**src/rtl/pulse_train_monitor_pkg.sv**
```systemverilog
// Shared types and defaults for the pulse train monitor: FSM state encoding,
// default burst shape and the control bundle for the saturating counters.
package pulse_train_monitor_pkg;

    localparam int N_MAX = 4;
    localparam int M_MAX = 3;

    typedef enum logic [1:0] {
        PTM_IDLE = 2'd0,
        PTM_HIGH = 2'd1,
        PTM_GAP  = 2'd2,
        PTM_DONE = 2'd3
    } ptm_state_t;

    // Counter slots inside the monitor's counter array.
    localparam int CTR_HI   = 0;
    localparam int CTR_GAP  = 1;
    localparam int NUM_CTRS = 2;

    typedef struct packed {
        logic clear;
        logic load_one;
        logic inc;
    } ctr_ctrl_t;

endpackage

```
**src/rtl/pulse_train_monitor_if.sv**
```systemverilog
// Monitor-side bundle: arming/sample inputs plus the measurement and status outputs.
interface pulse_train_monitor_if #(
    parameter int CNT_W = 4
);
    logic             enable;
    logic             din;
    logic [CNT_W-1:0] run_len;
    logic [CNT_W-1:0] burst_cnt;
    logic             burst_valid;
    logic             len_err;
    logic             gap_err;
    logic             extra_err;
    logic             done;

    modport master (
        output enable, din,
        input  run_len, burst_cnt, burst_valid, len_err, gap_err, extra_err, done
    );

    modport slave (
        input  enable, din,
        output run_len, burst_cnt, burst_valid, len_err, gap_err, extra_err, done
    );
endinterface

```
**src/rtl/pulse_train_monitor_sat_counter.sv**
```systemverilog
// Saturating up-counter with synchronous clear and load-to-one; clear wins over load,
// load wins over increment, and the count sticks at all-ones.
module sat_counter
    import pulse_train_monitor_pkg::*;
#(
    parameter int CNT_W = 4
) (
    input  logic             clk,
    input  logic             reset,
    input  ctr_ctrl_t        ctrl,
    output logic [CNT_W-1:0] count
);

    localparam logic [CNT_W-1:0] CNT_MAX = '1;
    localparam logic [CNT_W-1:0] CNT_ONE = CNT_W'(1);

    logic [CNT_W-1:0] count_reg;
    logic [CNT_W-1:0] count_next;

    always_comb begin
        count_next = count_reg;
        if (ctrl.clear) begin
            count_next = '0;
        end else if (ctrl.load_one) begin
            count_next = CNT_ONE;
        end else if (ctrl.inc && (count_reg != CNT_MAX)) begin
            count_next = count_reg + CNT_ONE;
        end
    end

    always_ff @(posedge clk) begin
        if (reset) begin
            count_reg <= '0;
        end else begin
            count_reg <= count_next;
        end
    end

    assign count = count_reg;

endmodule

```
**src/rtl/pulse_train_monitor.sv**
```systemverilog
// Receive-side pulse train checker: measures each high run and low gap on din,
// counts bursts, raises sticky length/gap/extra-pulse errors and holds done.
module pulse_train_monitor
    import pulse_train_monitor_pkg::*;
#(
    parameter int CNT_W      = 4,
    parameter int EXP_HIGH   = N_MAX,
    parameter int EXP_BURSTS = M_MAX,
    parameter int GAP_MAX    = 4
) (
    input  logic                  clk,
    input  logic                  reset,
    pulse_train_monitor_if.slave  mon
);

    localparam logic [CNT_W-1:0] CNT_ONE      = CNT_W'(1);
    localparam logic [CNT_W-1:0] EXP_HIGH_C   = CNT_W'(EXP_HIGH);
    localparam logic [CNT_W-1:0] EXP_BURSTS_C = CNT_W'(EXP_BURSTS);
    // gap_cnt already holds the lows seen so far; the next low is the one that times out.
    localparam logic [CNT_W-1:0] GAP_LAST_C   = CNT_W'(GAP_MAX - 1);

    ptm_state_t       state_reg, state_next;
    logic [CNT_W-1:0] run_len_reg, run_len_next;
    logic [CNT_W-1:0] burst_cnt_reg, burst_cnt_next;
    logic             burst_valid_reg, burst_valid_next;
    logic             len_err_reg, len_err_next;
    logic             gap_err_reg, gap_err_next;
    logic             extra_err_reg, extra_err_next;
    logic             done_reg, done_next;
    logic [CNT_W-1:0] burst_inc;

    ctr_ctrl_t        ctr_ctrl  [NUM_CTRS];
    logic [CNT_W-1:0] ctr_count [NUM_CTRS];
    logic [CNT_W-1:0] hi_cnt;
    logic [CNT_W-1:0] gap_cnt;

    for (genvar gi = 0; gi < NUM_CTRS; gi++) begin : g_ctr
        sat_counter #(
            .CNT_W (CNT_W)
        ) u_ctr (
            .clk   (clk),
            .reset (reset),
            .ctrl  (ctr_ctrl[gi]),
            .count (ctr_count[gi])
        );
    end

    assign hi_cnt  = ctr_count[CTR_HI];
    assign gap_cnt = ctr_count[CTR_GAP];

    always_comb begin
        state_next       = state_reg;
        run_len_next     = run_len_reg;
        burst_cnt_next   = burst_cnt_reg;
        burst_valid_next = 1'b0;
        len_err_next     = len_err_reg;
        gap_err_next     = gap_err_reg;
        extra_err_next   = extra_err_reg;
        done_next        = done_reg;
        ctr_ctrl[CTR_HI]  = '0;
        ctr_ctrl[CTR_GAP] = '0;
        burst_inc        = burst_cnt_reg + CNT_ONE;

        if (!mon.enable) begin
            // Disarm: drop any partial run silently; sticky errors survive.
            state_next                 = PTM_IDLE;
            run_len_next               = '0;
            burst_cnt_next             = '0;
            done_next                  = 1'b0;
            ctr_ctrl[CTR_HI].clear     = 1'b1;
            ctr_ctrl[CTR_GAP].clear    = 1'b1;
        end else begin
            unique case (state_reg)
                PTM_IDLE: begin
                    if (mon.din) begin
                        state_next                = PTM_HIGH;
                        ctr_ctrl[CTR_HI].load_one = 1'b1;
                    end
                end
                PTM_HIGH: begin
                    if (mon.din) begin
                        ctr_ctrl[CTR_HI].inc = 1'b1;
                    end else begin
                        run_len_next     = hi_cnt;
                        burst_cnt_next   = burst_inc;
                        burst_valid_next = 1'b1;
                        if (hi_cnt != EXP_HIGH_C) begin
                            len_err_next = 1'b1;
                        end
                        if (burst_inc == EXP_BURSTS_C) begin
                            state_next = PTM_DONE;
                            done_next  = 1'b1;
                        end else begin
                            state_next                 = PTM_GAP;
                            ctr_ctrl[CTR_GAP].load_one = 1'b1;
                        end
                    end
                end
                PTM_GAP: begin
                    if (mon.din) begin
                        state_next                = PTM_HIGH;
                        ctr_ctrl[CTR_HI].load_one = 1'b1;
                    end else begin
                        ctr_ctrl[CTR_GAP].inc = 1'b1;
                        if (gap_cnt >= GAP_LAST_C) begin
                            gap_err_next = 1'b1;
                            done_next    = 1'b1;
                            state_next   = PTM_DONE;
                        end
                    end
                end
                PTM_DONE: begin
                    done_next = 1'b1;
                    if (mon.din) begin
                        extra_err_next = 1'b1;
                    end
                end
                default: begin
                    state_next = PTM_IDLE;
                end
            endcase
        end
    end

    always_ff @(posedge clk) begin
        if (reset) begin
            state_reg       <= PTM_IDLE;
            run_len_reg     <= '0;
            burst_cnt_reg   <= '0;
            burst_valid_reg <= 1'b0;
            len_err_reg     <= 1'b0;
            gap_err_reg     <= 1'b0;
            extra_err_reg   <= 1'b0;
            done_reg        <= 1'b0;
        end else begin
            state_reg       <= state_next;
            run_len_reg     <= run_len_next;
            burst_cnt_reg   <= burst_cnt_next;
            burst_valid_reg <= burst_valid_next;
            len_err_reg     <= len_err_next;
            gap_err_reg     <= gap_err_next;
            extra_err_reg   <= extra_err_next;
            done_reg        <= done_next;
        end
    end

    assign mon.run_len     = run_len_reg;
    assign mon.burst_cnt   = burst_cnt_reg;
    assign mon.burst_valid = burst_valid_reg;
    assign mon.len_err     = len_err_reg;
    assign mon.gap_err     = gap_err_reg;
    assign mon.extra_err   = extra_err_reg;
    assign mon.done        = done_reg;

endmodule

```
**src/flat_wrapper.sv**
```systemverilog
// flat-port wrapper written by rule: the top's interface ports become plain ports
module pulse_train_monitor_flat import pulse_train_monitor_pkg::*;
#(
    parameter int CNT_W      = 4,
    parameter int EXP_HIGH   = N_MAX,
    parameter int EXP_BURSTS = M_MAX,
    parameter int GAP_MAX    = 4
)
  (clk, reset, mon_enable, mon_din, mon_run_len, mon_burst_cnt, mon_burst_valid, mon_len_err, mon_gap_err, mon_extra_err, mon_done);
  pulse_train_monitor_if #(.CNT_W(CNT_W)) mon_i ();
  input  logic clk;
  input  logic reset;
  input wire logic [$bits(mon_i.enable)-1:0] mon_enable;
  input wire logic [$bits(mon_i.din)-1:0] mon_din;
  output wire logic [$bits(mon_i.run_len)-1:0] mon_run_len;
  output wire logic [$bits(mon_i.burst_cnt)-1:0] mon_burst_cnt;
  output wire logic [$bits(mon_i.burst_valid)-1:0] mon_burst_valid;
  output wire logic [$bits(mon_i.len_err)-1:0] mon_len_err;
  output wire logic [$bits(mon_i.gap_err)-1:0] mon_gap_err;
  output wire logic [$bits(mon_i.extra_err)-1:0] mon_extra_err;
  output wire logic [$bits(mon_i.done)-1:0] mon_done;
  assign mon_i.enable = mon_enable;
  assign mon_i.din = mon_din;
  assign mon_run_len = mon_i.run_len;
  assign mon_burst_cnt = mon_i.burst_cnt;
  assign mon_burst_valid = mon_i.burst_valid;
  assign mon_len_err = mon_i.len_err;
  assign mon_gap_err = mon_i.gap_err;
  assign mon_extra_err = mon_i.extra_err;
  assign mon_done = mon_i.done;
  pulse_train_monitor #(.CNT_W(CNT_W), .EXP_HIGH(EXP_HIGH), .EXP_BURSTS(EXP_BURSTS), .GAP_MAX(GAP_MAX)) u_core (.clk(clk), .reset(reset), .mon(mon_i));
endmodule
```
**config.mk**
```make
export PLATFORM = sky130hd
export DESIGN_NAME = pulse_train_monitor_flat
export DESIGN_NICKNAME = d
export VERILOG_FILES = /design/src/rtl/pulse_train_monitor_pkg.sv /design/src/rtl/pulse_train_monitor_if.sv /design/src/rtl/pulse_train_monitor_sat_counter.sv /design/src/rtl/pulse_train_monitor.sv /design/src/flat_wrapper.sv
export SDC_FILE = /design/constraint.sdc
export NUM_CORES = 1
export LEC_CHECK = 0
export CAP_MARGIN = 15
export CELL_PAD_IN_SITES_DETAIL_PLACEMENT = 0
export CELL_PAD_IN_SITES_GLOBAL_PLACEMENT = 2
export CORE_MARGIN = 4
export CORE_UTILIZATION = 29
export DETAILED_ROUTE_END_ITERATION = 10
export PLACE_DENSITY_LB_ADDON = 0.1
export SLEW_MARGIN = 20
export SYNTH_ARGS = -nofsm -noshare
export SYNTH_HDL_FRONTEND = slang
export SYNTH_SLANG_ARGS = --single-unit
```
**constraint.sdc**
```tcl
create_clock -name clk -period 1.5 [get_ports clk]
set_input_delay 0.3 -clock clk [delete_from_list [all_inputs] [get_ports clk]]
set_output_delay 0.3 -clock clk [all_outputs]
set_load 0.02 [all_outputs]
```
==> reports/results.ini <==
[sta]
fin_worst_skew_ns=0.00728
fin_crit_sh=0.981
clock.fmax_mhz=679
maxSlewViolCount=0
hold_viol=0
maxSlewHeadroom=0.811
tightest_slew_ns=0.283
finalCriticalPeriod_ns=1.47
setup_viol=0
rsz0062_at_grt=yes

[power]
p_leak_nw=0.735
power_density_mw_per_mm2=683
ir_drop_v=0.000246
p_total_mw=1.21

[placement]
numPortBuffers=16
dpl.hpwl_mm=2.14
dpl_cell_area_mm2=0.00161
gp_congestion=0.791

[synthesis]
synth_compound_area_frac=0.175
synth-edff-count=0
synth_xor_area_frac=0.0373
synth-simple-area-share=0.241
synthAdderAreaFrac=0.0958
syn_inst=135
yosys-mux-area-fraction=0.0170
ys_types=38
synth_fp_nets=148
syn_area_mm2=0.00117
synthFlopType=dfxtp_1
ys_seq_area_frac=0.392
yosysWarnings=0
synth-seq-cells=23
synth_top_family_by_area=simple AND/OR/NAND/NOR gates
async_reset_ff_frac=0
syn_area_per_cell_um2=8.70

[global_routing]
overflow=0
grt_pass1_vias=974
met2_usage=0.176
met3_usage=0.0168
grt_pass1_wl_mm=4.43
grt_use_total=0.108
antenna_found_initial=0
top_usage_layer=met2
grt_max_degree=13
met1_usage=0.145

[finish]
synthToLayoutAreaGrowth_pct=50.9
multi_input_area_um2=761
seq_area_um2=468
layout-drive-gt1-share=0.308
largest_register_ffs=8
final_cell_mix=buf_4, dfxtp_1, nor2_1
fillerInstances=372
diodes=0
layout_commonest_cell=buf_4
nets=199
post-route-cell-area_mm2=0.00177

[cts]
cts.sinks=23
cts_tree=built
worstSkewPairLatency_ns=0.27
clk_pin_slew_ns=0.09
h-tree-depth=1
cts_buffers=3
ctsRootBufferMaster=clkbuf_8
clock_path_buffers=2

[worst_setup_path]
worstSetupPathType=flip-flop to output port
critPathLaunchType=flip-flop
cp.arrival_ns=1.17
slowest_delay_ns=0.59
crit_chain=clkdlybuf4s50_1
worstSetupEndpointType=output port
worst_path_dominant_cell_family=buffers and inverters
r2r-start=u_core.state_reg[1]$_SDFFE_PP0P_
crit_slowest_cell=clkdlybuf4s50_1
critPathLaunch=u_core.mon.burst_valid$_SDFF_PP0_
crit_buf_inv=1
crit_required_ns=1.20
path_max_fanout=1

[floorplan]
core-area_mm2=0.00380
floorplan.initialDensity=0.309
io_pins=17
die_area_mm2=0.00513
fp.dieW_um=71.7
dieHeight_um=71.7
rows=22

[route]
dr.pass1.iters=4
vias_per_cell=4.71
drcViolationCount=0
dr_total_vias=1098
wl_per_cell_um=12.1
wirelength_mm=2.82
antenna_left=0
dr.first_iter.drc_count=45

[run_status]
outcome=complete, no violations

[hold_path]
hold_path_class=flip-flop to flip-flop
hp-start=u_core.mon.run_len[3]$_SDFFE_PP0P_

[run]
cap_violations=0

cells by family (layout without fill, tap and decap cells):
logic type,after synthesis,in the layout
xor gates and xnor gates,5,5
adders and majority gates,9,9
muxes,2,2
DFF,23,23
AOI/OAI and AO/OA,30,30
and+or+nand+nor,55,55
buffers and inverters,11,61
Yosys cell counts (2+ instances only):
library cell | n | area share
a21oi_1 | 15 | 0.064
a31oi_1 | 2 | 0.011
buf_4 | 2 | 0.013
dfxtp_1 | 23 | 0.39
ha_1 | 9 | 0.096
inv_1 | 7 | 0.022
mux2i_1 | 2 | 0.017
nand2_1 | 13 | 0.042
nand2b_1 | 3 | 0.016
nand3_1 | 5 | 0.021
nand4_1 | 2 | 0.011
nor2_1 | 15 | 0.048
nor2b_1 | 2 | 0.011
nor3_1 | 3 | 0.013
nor4_1 | 2 | 0.011
o21ai_0 | 3 | 0.013
or3_1 | 3 | 0.016
xnor2_1 | 3 | 0.022
xor2_1 | 2 | 0.015
power by group:
group / internal (mW) / total, mW / switching, mW
sequential: 0.618 / 0.625 / 0.00688
clock: 0.190 / 0.397 / 0.207
combinational: 0.0970 / 0.188 / 0.0913
total: 0.905 / 1.21 / 0.305
metal layers:
metal	vias to the layer above	part of all wire	routed length (µm)
met4	0	0.0096	27
li1	580	-	-
met3	4	0.025	71
met1	501	0.48	1370
met5	-	0	0
met2	13	0.48	1360
path summary, 6_finish.rpt:
kind	to	cells past startpoint	slack [ns]
worst max register to register	u_core.mon.done$_SDFFE_PP0P_	5	0.06
worst min-delay path	u_core.mon.run_len[3]$_SDFFE_PP0P_	2	0.46
worst min register to register	u_core.mon.run_len[3]$_SDFFE_PP0P_	2	0.46
worst max-delay path	mon_burst_valid	1	0.03
repair_timing:
action                                  in CTS  in global routing
buffers inserted                             0                  5
gates resized for setup                     15                 18
endpoints found under the setup margin      18                  8
hold buffers                                 0                  0
pin swaps                                    2                  5
per-stage QoR:
step | setup WS (ns) | cells | TNS (ns) | hold slack (ns) | utilization
6_report | 0.0278 | 233 | 0 | 0.456 | 0.467
5_1_grt | -0.0258 | 233 | -0.0508 | 0.487 | 0.467
4_1_cts | 0.00127 | 228 | 0 | 0.462 | 0.434
3_5_place_dp | -0.274 | 224 | -2.18 | 0.452 | 0.424
3_3_place_gp | -0.191 | 224 | -1.52 | 0.443 | 0.424
2_1_floorplan | 0.000762 | 135 | 0 | 0.372 | -
area by class of cell:
cell class,instances,share of cell area
clock buffer,4,0.0254
timing repair buffer,50,0.233
tap,48,0.0339
inverter,7,0.0148
sequential,23,0.264
multi-input combinational,101,0.429
Power figures use the tool's default switching activity.
